--- src/rtl/lift_pkg.sv ---
// Shared types and encodings for the SCAN lift controller.
// Imported by the direction selector and the controller top.
package lift_pkg;

    localparam logic [1:0] MOTOR_IDLE = 2'b00;
    localparam logic [1:0] MOTOR_UP   = 2'b11;
    localparam logic [1:0] MOTOR_DOWN = 2'b10;

    typedef enum logic [1:0] {
        IDLE,
        MOVE_UP,
        MOVE_DOWN,
        DOOR_OPEN
    } lift_state_t;

    function automatic int imax(input int a, input int b);
        return (a > b) ? a : b;
    endfunction

endpackage

--- src/rtl/lift_dir_select.sv ---
// Summarises the pending vector relative to the current floor:
// requests above, requests below, and a request at this floor.
module lift_dir_select
    import lift_pkg::*;
#(
    parameter int NUM_FLOORS = 11,
    parameter int FLOOR_W    = 4
) (
    input  logic [NUM_FLOORS-1:0] pending,
    input  logic [FLOOR_W-1:0]    curr_floor,
    output logic                  any_above,
    output logic                  any_below,
    output logic                  here
);

    // Compare every floor index against the car position.
    always_comb begin
        any_above = 1'b0;
        any_below = 1'b0;
        here      = 1'b0;
        for (int i = 0; i < NUM_FLOORS; i++) begin
            if (pending[i]) begin
                if (FLOOR_W'(i) > curr_floor) any_above = 1'b1;
                if (FLOOR_W'(i) < curr_floor) any_below = 1'b1;
                if (FLOOR_W'(i) == curr_floor) here = 1'b1;
            end
        end
    end

endmodule

--- src/rtl/lift_scan_ctrl.sv ---
// Single-car lift controller: latches hall/car calls and serves
// them in SCAN order with a fixed door dwell at every stop.
module lift_scan_ctrl
    import lift_pkg::*;
#(
    parameter int NUM_FLOORS    = 11,
    parameter int FLOOR_W       = 4,
    parameter int TRAVEL_CYCLES = 2,
    parameter int DOOR_CYCLES   = 4
) (
    input  logic                  clk,
    input  logic                  rst,
    input  logic                  hall_req_valid,
    input  logic [FLOOR_W-1:0]    hall_req_floor,
    input  logic [NUM_FLOORS-1:0] car_req,
    output logic [FLOOR_W-1:0]    curr_floor,
    output logic [1:0]            motor_signal,
    output logic                  door_open,
    output logic [NUM_FLOORS-1:0] pending,
    output logic                  arrived
);

    localparam int CW =
        $clog2(imax(TRAVEL_CYCLES, DOOR_CYCLES)) + 1;
    localparam logic [CW-1:0] T_LAST = CW'(TRAVEL_CYCLES - 1);
    localparam logic [CW-1:0] D_LAST = CW'(DOOR_CYCLES - 1);
    localparam logic [FLOOR_W-1:0] TOP_FLOOR =
        FLOOR_W'(NUM_FLOORS - 1);

    lift_state_t           state_q, state_d;
    logic [FLOOR_W-1:0]    floor_q, floor_d;
    logic [NUM_FLOORS-1:0] pend_q, pend_d;
    logic [CW-1:0]         cnt_q, cnt_d;
    logic                  dir_up_q, dir_up_d;
    logic                  arrived_q;

    logic                  any_above, any_below, here;
    logic [NUM_FLOORS-1:0] cur_oh, up_oh, dn_oh;
    logic [NUM_FLOORS-1:0] hall_oh, req_vec, clr_vec;
    logic                  hit_up, hit_dn, enter_door;

    lift_dir_select #(
        .NUM_FLOORS (NUM_FLOORS),
        .FLOOR_W    (FLOOR_W)
    ) u_dir (
        .pending    (pend_q),
        .curr_floor (floor_q),
        .any_above  (any_above),
        .any_below  (any_below),
        .here       (here)
    );

    // One-hot views of the car position and the hall call.
    always_comb begin
        cur_oh  = '0;
        hall_oh = '0;
        for (int i = 0; i < NUM_FLOORS; i++) begin
            cur_oh[i]  = (floor_q == FLOOR_W'(i));
            hall_oh[i] = hall_req_valid &&
                         (hall_req_floor == FLOOR_W'(i));
        end
        up_oh  = cur_oh << 1;
        dn_oh  = cur_oh >> 1;
        hit_up = |(pend_q & up_oh);
        hit_dn = |(pend_q & dn_oh);
    end

    // Next state: SCAN sequencing, travel and dwell timing.
    always_comb begin
        state_d    = state_q;
        floor_d    = floor_q;
        cnt_d      = cnt_q;
        dir_up_d   = dir_up_q;
        clr_vec    = '0;
        enter_door = 1'b0;
        unique case (state_q)
            IDLE: begin
                cnt_d = '0;
                if (here) begin
                    state_d    = DOOR_OPEN;
                    clr_vec    = cur_oh;
                    enter_door = 1'b1;
                end else if (any_above) begin
                    state_d  = MOVE_UP;
                    dir_up_d = 1'b1;
                end else if (any_below) begin
                    state_d  = MOVE_DOWN;
                    dir_up_d = 1'b0;
                end
            end
            MOVE_UP: begin
                if (!any_above || floor_q == TOP_FLOOR) begin
                    state_d = IDLE;
                    cnt_d   = '0;
                end else if (cnt_q == T_LAST) begin
                    floor_d = floor_q + 1'b1;
                    cnt_d   = '0;
                    if (hit_up) begin
                        state_d    = DOOR_OPEN;
                        clr_vec    = up_oh;
                        enter_door = 1'b1;
                    end
                end else begin
                    cnt_d = cnt_q + 1'b1;
                end
            end
            MOVE_DOWN: begin
                if (!any_below || floor_q == '0) begin
                    state_d = IDLE;
                    cnt_d   = '0;
                end else if (cnt_q == T_LAST) begin
                    floor_d = floor_q - 1'b1;
                    cnt_d   = '0;
                    if (hit_dn) begin
                        state_d    = DOOR_OPEN;
                        clr_vec    = dn_oh;
                        enter_door = 1'b1;
                    end
                end else begin
                    cnt_d = cnt_q + 1'b1;
                end
            end
            DOOR_OPEN: begin
                if (cnt_q == D_LAST) begin
                    cnt_d = '0;
                    if (dir_up_q && any_above) begin
                        state_d = MOVE_UP;
                    end else if (!dir_up_q && any_below) begin
                        state_d = MOVE_DOWN;
                    end else if (any_above) begin
                        state_d  = MOVE_UP;
                        dir_up_d = 1'b1;
                    end else if (any_below) begin
                        state_d  = MOVE_DOWN;
                        dir_up_d = 1'b0;
                    end else begin
                        state_d = IDLE;
                    end
                end else begin
                    cnt_d = cnt_q + 1'b1;
                end
            end
            default: begin
                state_d = IDLE;
                cnt_d   = '0;
            end
        endcase
    end

    // New calls merge in; a call at an open door is absorbed,
    // and a clear beats a latch on the same edge.
    always_comb begin
        req_vec = car_req | hall_oh;
        if (state_q == DOOR_OPEN) req_vec = req_vec & ~cur_oh;
        pend_d = (pend_q | req_vec) & ~clr_vec;
    end

    // State registers with synchronous reset.
    always_ff @(posedge clk) begin
        if (rst) begin
            state_q   <= IDLE;
            floor_q   <= '0;
            pend_q    <= '0;
            cnt_q     <= '0;
            dir_up_q  <= 1'b1;
            arrived_q <= 1'b0;
        end else begin
            state_q   <= state_d;
            floor_q   <= floor_d;
            pend_q    <= pend_d;
            cnt_q     <= cnt_d;
            dir_up_q  <= dir_up_d;
            arrived_q <= enter_door;
        end
    end

    // Drivers follow the registered state.
    always_comb begin
        motor_signal = MOTOR_IDLE;
        if (state_q == MOVE_UP)   motor_signal = MOTOR_UP;
        if (state_q == MOVE_DOWN) motor_signal = MOTOR_DOWN;
        door_open  = (state_q == DOOR_OPEN);
        curr_floor = floor_q;
        pending    = pend_q;
        arrived    = arrived_q;
    end

endmodule

--- config.mk ---
export PLATFORM = sky130hd
export DESIGN_NAME = lift_scan_ctrl
export DESIGN_NICKNAME = d
export VERILOG_FILES = /design/src/rtl/lift_pkg.sv /design/src/rtl/lift_dir_select.sv /design/src/rtl/lift_scan_ctrl.sv
export SDC_FILE = /design/constraint.sdc
export NUM_CORES = 1
export LEC_CHECK = 0
export BUFFER_PORTS_ARGS = -buffer_cell sky130_fd_sc_hd__buf_2
export CORE_ASPECT_RATIO = 1.2
export CORE_UTILIZATION = 57
export CTS_CLUSTER_DIAMETER = 100
export DETAILED_ROUTE_END_ITERATION = 8
export PLACE_DENSITY = 0.92
export SYNTH_ARGS = -nofsm -noshare
export SYNTH_HDL_FRONTEND = slang
export SYNTH_SLANG_ARGS = --single-unit
--- constraint.sdc ---
create_clock -name clk -period 3.5 [get_ports clk]
set_clock_uncertainty 0.1 [all_clocks]
set_input_delay 0.875 -clock clk [delete_from_list [all_inputs] [get_ports clk]]
set_output_delay 0.875 -clock clk [all_outputs]
set_load 0.02 [all_outputs]
Word level (Yosys, flattened, before mapping)
Cells that the tools add are included.
{"block": "word_totals", "register_bits": 22, "input_bits": 18, "output_inout_bits": 19, "wordCells": 232}
{"block": "op_classes", "add_sub_neg": 3, "n_lt_le_gt_ge": 22, "eq_ne": 48, "muxes": 117, "n_bitwise": 8, "n_reduce_logical": 28}
{"op": "1-bit two-way mux", "count": 79}
{"op": "11-bit two-way mux", "count": 5}
{"op": "11-bit AND", "count": 3}
{"op": "11-bit one-hot mux with 3 select lines", "count": 1}
{"op": "4-bit by 3-bit == test with 1-bit output (second input constant)", "count": 8}
{"op": "2-bit two-way mux", "count": 16}
{"op": "10-bit two-way mux", "count": 3}
{"op": "4-bit == test (second input constant)", "count": 6}
{"op": "11-bit NOT", "count": 2}
{"op": "11-bit OR", "count": 2}
{"op": "11-bit OR reduction", "count": 2}
{"op": "3-bit by 4-bit == test with 1-bit output (first input constant)", "count": 4}
{"op": "4-bit by 2-bit == test with 1-bit output (second input constant)", "count": 4}
{"op": "3-bit by 4-bit greater-than comparator with 1-bit output (first input constant)", "count": 4}
{"op": "3-bit by 4-bit < comparator with 1-bit output (first input constant)", "count": 4}
{"op": "4-bit two-way mux", "count": 4}
{"op": "2-bit inequality test (second input constant)", "count": 7}
{"op": "1-bit logical AND", "count": 13}
{"op": "4-bit == test (first input constant)", "count": 3}
{"op": "4-bit greater-than comparator (first input constant)", "count": 3}
{"op": "4-bit < comparator (first input constant)", "count": 3}
{"op": "3-bit two-way mux", "count": 4}
{"op": "3-bit inequality test (second input constant)", "count": 4}
{"op": "3-bit one-hot mux with 4 select lines", "count": 1}
{"op": "28 further kinds", "count": 41}

Longest topological paths before layout
{"block": "logic_depth", "depth_word": 29, "ltp_mapped": 12, "mapped_depth_nobuf": 9}

Cells and area by module
From an unflattened synthesis, not the netlist that was laid out.
{"block": "unflattened", "cells_unflattened": 294, "hier_area_um2": 2230.9}
{"module": "lift_scan_ctrl", "n_inst": 1, "cells_each": 236, "area_each_um2": 1868.0}
{"module": "lift_dir_select", "n_inst": 1, "cells_each": 58, "area_each_um2": 362.8}

Least setup slack after synthesis
OpenSTA, ideal clock, no wires.
{"block": "synth_timing", "path_kind": "register -> register", "start": "register floor_q[1], in the netlist curr_floor[1]", "end": "register floor_q[2], in the netlist curr_floor[2]", "arrival_ps": 2598, "required_time_ps": 3341, "setup_slack_ps": 743, "path_stages_with_launch": 12, "cell_sequence": "dfxtp_1 > buf_4 > inv_1 > ha_1 > buf_2 > clkinv_1 > a211oi_1 > o32a_2 > a21oi_2 > o221ai_4 > or4_1 > nand2_1"}
{"block": "synth_between", "elab_chain_len": 27, "elab_cells_between_ends": 82}
{"item": "start: declaration", "line_no": "lift_scan_ctrl.sv:31", "text": "logic [FLOOR_W-1:0] floor_q, floor_d;"}
{"item": "start signal: assignment", "line_no": "lift_scan_ctrl.sv:169", "text": "floor_q <= floor_d;"}
{"item": "1-bit by 4-bit < comparator with 1-bit output / 1-bit by 4-bit greater-than comparator with 1-bit output (equally long branches)", "line_no": "lift_dir_select.sv:24, lift_dir_select.sv:23"}
{"item": "1-bit two-way mux, on equally long branches", "line_no": "lift_dir_select.sv:24, lift_dir_select.sv:23"}
{"item": "1-bit two-way mux", "line_no": "lift_dir_select.sv:22", "text": "if (pending[i]) begin"}
{"item": "1-bit two-way mux, on equally long branches", "line_no": "lift_dir_select.sv:24, lift_dir_select.sv:23"}
{"item": "1-bit two-way mux", "line_no": "lift_dir_select.sv:22"}
{"item": "1-bit two-way mux, on equally long branches", "line_no": "lift_dir_select.sv:24, lift_dir_select.sv:23"}
{"item": "1-bit two-way mux", "line_no": "lift_dir_select.sv:22"}
{"item": "1-bit two-way mux, on equally long branches", "line_no": "lift_dir_select.sv:24, lift_dir_select.sv:23"}
{"item": "[... 11 more ...]"}
{"item": "1-bit two-way mux, on equally long branches", "line_no": "lift_dir_select.sv:24, lift_dir_select.sv:23"}
{"item": "1-bit two-way mux", "line_no": "lift_dir_select.sv:22"}
{"item": "1-bit two-way mux, on equally long branches", "line_no": "lift_dir_select.sv:24, lift_dir_select.sv:23"}
{"item": "1-bit two-way mux", "line_no": "lift_dir_select.sv:22"}
{"item": "1-bit zero test, on equally long branches", "line_no": "lift_scan_ctrl.sv:108, lift_scan_ctrl.sv:92"}
{"item": "1-bit logical OR, on equally long branches", "line_no": "lift_scan_ctrl.sv:108, lift_scan_ctrl.sv:92"}
{"item": "2-bit inequality test (no source line)"}
{"item": "5-bit AND reduction (no source line)"}
Parallel ways exist; a longest one is shown, timed or not. The select of a mux whose other input is x is not followed.
A chain may end at the register's enable or synchronous reset.

Worst setup path after layout
{"block": "layout_timing", "start": "register floor_q[1], in the netlist curr_floor[1]", "end": "register pend_q[7], in the netlist pending[7]"}
{"block": "layout_between", "elab_chain_len": 29, "elab_cells_between_ends": 131}
{"item": "1-bit by 4-bit < comparator with 1-bit output / 1-bit by 4-bit greater-than comparator with 1-bit output (equally long branches)", "line_no": "lift_dir_select.sv:24, lift_dir_select.sv:23"}
{"item": "1-bit two-way mux, on equally long branches", "line_no": "lift_dir_select.sv:24, lift_dir_select.sv:23"}
{"item": "1-bit two-way mux", "line_no": "lift_dir_select.sv:22"}
{"item": "1-bit two-way mux, on equally long branches", "line_no": "lift_dir_select.sv:24, lift_dir_select.sv:23"}
{"item": "1-bit two-way mux", "line_no": "lift_dir_select.sv:22"}
{"item": "1-bit two-way mux, on equally long branches", "line_no": "lift_dir_select.sv:24, lift_dir_select.sv:23"}
{"item": "1-bit two-way mux", "line_no": "lift_dir_select.sv:22"}
{"item": "1-bit two-way mux, on equally long branches", "line_no": "lift_dir_select.sv:24, lift_dir_select.sv:23"}
{"item": "[... 13 more ...]"}
{"item": "1-bit two-way mux, on equally long branches", "line_no": "lift_dir_select.sv:24, lift_dir_select.sv:23"}
{"item": "1-bit two-way mux", "line_no": "lift_dir_select.sv:22"}
{"item": "1-bit zero test, on equally long branches", "line_no": "lift_scan_ctrl.sv:108, lift_scan_ctrl.sv:92"}
{"item": "1-bit logical OR, on equally long branches", "line_no": "lift_scan_ctrl.sv:108, lift_scan_ctrl.sv:92"}
{"item": "10-bit two-way mux / 11-bit two-way mux (equally long branches)", "line_no": "lift_scan_ctrl.sv:108, lift_scan_ctrl.sv:92"}
{"item": "11-bit one-hot mux with 3 select lines", "line_no": "lift_scan_ctrl.sv:76", "text": "unique case (state_q)"}
{"item": "11-bit NOT", "line_no": "lift_scan_ctrl.sv:155", "text": "pend_d = (pend_q | req_vec) & ~clr_vec;"}
{"item": "11-bit AND *", "line_no": "lift_scan_ctrl.sv:155"}
{"item": "end signal: assignment", "line_no": "lift_scan_ctrl.sv:170", "text": "pend_q <= pend_d;"}
{"item": "end: declaration", "line_no": "lift_scan_ctrl.sv:32", "text": "logic [NUM_FLOORS-1:0] pend_q, pend_d;"}
Mark *: on every way between the ends. The rest lies on a longest branch, timed or not.

==> metrics.cfg <==
[detailed_routing]
postRouteAntennaNets=0
vias_per_cell=6.827
first_pass_iters=6
detail_route.wirelength_um=6378
post_drt_wl_per_cell_um=17.82
vias=2444
dr.first_iter.drc_count=445
route.detailed.drc=0

[floorplan]
die_area_um2=4239
core_um2=3724
die_y_um=71.13
std_cell_rows=24
start_util_pct=60.95
ios=37
die_x_um=59.61

[sta]
drv_slew=0
finalSetupViolCount=0
rsz0062_at_grt=no
worst_pin_slew_ps=788.8
maxSlewHeadroom_pct=47.22
min_period_over_period_pct=88.10
hold_violations=0
fmax_mhz=324.3
tns_ps=0
fin_crit_ps=3084
whs_ps=357.3

[clocking]
clkTransAtPathRegs_ps=90
cts_sinks=22
numCtsBuffers=3
cts_resized=0
clock_latency_ps=270
cts_root_buf=clkbuf_8
ctsHtreeMaxLevel=1
cts_setup_buffers=0
cts.path.max_buffers=2
cts_tree=done
cts_hold_buffers=0

[layout]
final_common_cell=nor2_1
layout_common_cells=nor2_1, buf_2, a21oi_1, dfxtp_1, ha_1
finalNetCount=339
syn_to_final_growth_pct=8.324
layout-drive-gt1-share_pct=22.22
diodes=0

[global_route]
antenna_found_initial=0
use_met2_pct=48.94
use_met1_pct=39.96
grt_pass1_wl_um=10410
grt-busiest-layer=met2
grt-ovfl-total=0
grt_pass1_vias=2283
grt_usage_pct=31.35
met3_usage_pct=4.205
grt_max_degree=25

[synth]
yosys_register_bits=22
ys.flop_type=dfxtp_1
synthArstFlopShare_pct=0
synth_edf_count=0
ys.warnings.count=0
synth.yosys.seq_area_share_pct=19.40
syn_avg_cell_area_um2=7.936
synth.cell_area_um2=2270
syn-num-nets=318
synthDistinctLibCells=71
syn_inst=286

[placement]
gp_congestion=0.9816
dpl.hpwl_um=4574
numPortBuffers=36

[power]
irDropWorstVdd_v=0.0003068
power.density_nw_per_um2=436.4
p_leak_nw=0.9705

[setup_path]
r2r_slack_ps=420
crit_type=reg2reg
arrival_ps=3140
crit_path_end=pending[7]
reg2reg_to=pending[7]
crit_required_ps=3560
reg2reg_depth=10
crit_fanout=12
timing.rr.start=curr_floor[1]
critPathLaunchType=register
end_kind=register
crit_start=curr_floor[1]

[status]
status=finished clean

[flow_run]
cap_violations=0

[hold_path]
hp-start=cnt_q[0]
holdCritPathClass=reg2reg

[per-stage QoR]
step	utilization (%)	power (mW)	setup slack [ps]	instances	instance area, um^2
2_1_floorplan	-	0.7150	743.2	286	2270
3_3_place_gp	64.11	0.8063	681.9	354	2387
3_5_place_dp	64.11	0.8173	563.9	354	2387
4_1_cts	66.03	1.061	506.3	358	2459
5_1_grt	66.03	1.140	266.8	358	2459
6_report	66.03	1.073	416.4	358	2459
[critical path: stages (launching register included)]
cell and delay, ps:
dfxtp_1 520, inv_1 190, ha_1 390, and3b_1 340, and2_4 190, o41ai_2 320, a211oi_1 80, buf_4 190
a22oi_1 190, nor2_1 80, a2111oi_2 380
[logic make-up (layout without fill, tap and decap cells)]
family                     count (synthesis)  count (layout)  share of synthesized area [%]
AOI/OAI and AO/OA                        114             114                          39.69
and+or+nand+nor                           93              93                          21.72
buffers and inverters                     37              57                          8.930
DFF                                       22              22                          19.40
adders and majority gates                 14              14                          7.718
muxes                                      4               4                          1.764
xor gates and xnor gates                   2               2                         0.7719
[cell usage after synthesis, types with 7 or more instances]
cell type,number,share of area (%)
dfxtp_1,22,19
nand2_1,12,2.0
ha_1,14,7.7
nor2_1,40,6.6
a211oi_1,7,2.3
a21oi_1,23,5.1
o21ai_0,8,1.8
a22oi_1,13,4.3
inv_1,11,1.8
clkbuf_1,7,1.2
a31oi_1,8,2.2
[power by group]
group,internal [mW],leakage [nW],switching [mW]
Sequential,0.281,0.182,0.0537
Combinational,0.185,0.753,0.306
Clock,0.153,0.0357,0.0949
Total,0.618,0.971,0.454
[how the worst min path moves through the flow]
| stage | endpoint | slack, ps | cells after the start |
|---|---|---|---|
| 2_1_floorplan | cnt_q[0] | 320 | 1 |
| 3_3_place_gp | cnt_q[0] | 330 | 1 |
| 3_5_place_dp | cnt_q[0] | 350 | 1 |
| 4_1_cts | cnt_q[0] | 360 | 1 |
| 5_1_grt | cnt_q[0] | 380 | 1 |
| 6_report | cnt_q[0] | 360 | 1 |
[state kept, by name, summed over array words and instances, names as in the netlist]
signal / flops
arrived: 1
cnt_q: 3
curr_floor: 4
dir_up_q: 1
pending: 11
state_q: 2
[area by class of cell]
| type | count | area [um^2] |
|---|---|---|
| multi-input combinational | 227 | 1627 |
| clock buffer | 3 | 41.29 |
| sequential | 22 | 440.4 |
| inverter | 14 | 52.55 |
| timing repair buffer | 39 | 202.7 |
| tap | 52 | 65.06 |
| fill | 318 | 1265 |
| clock inverter | 1 | 30.03 |
[layer usage]
| layer | up-vias | wire [um] |
|---|---|---|
| li1 | 1121 | - |
| met1 | 1107 | 2524 |
| met2 | 173 | 2915 |
| met3 | 43 | 608 |
| met4 | 0 | 330 |
| met5 | - | 0 |
(Power assumes the default switching activity.)
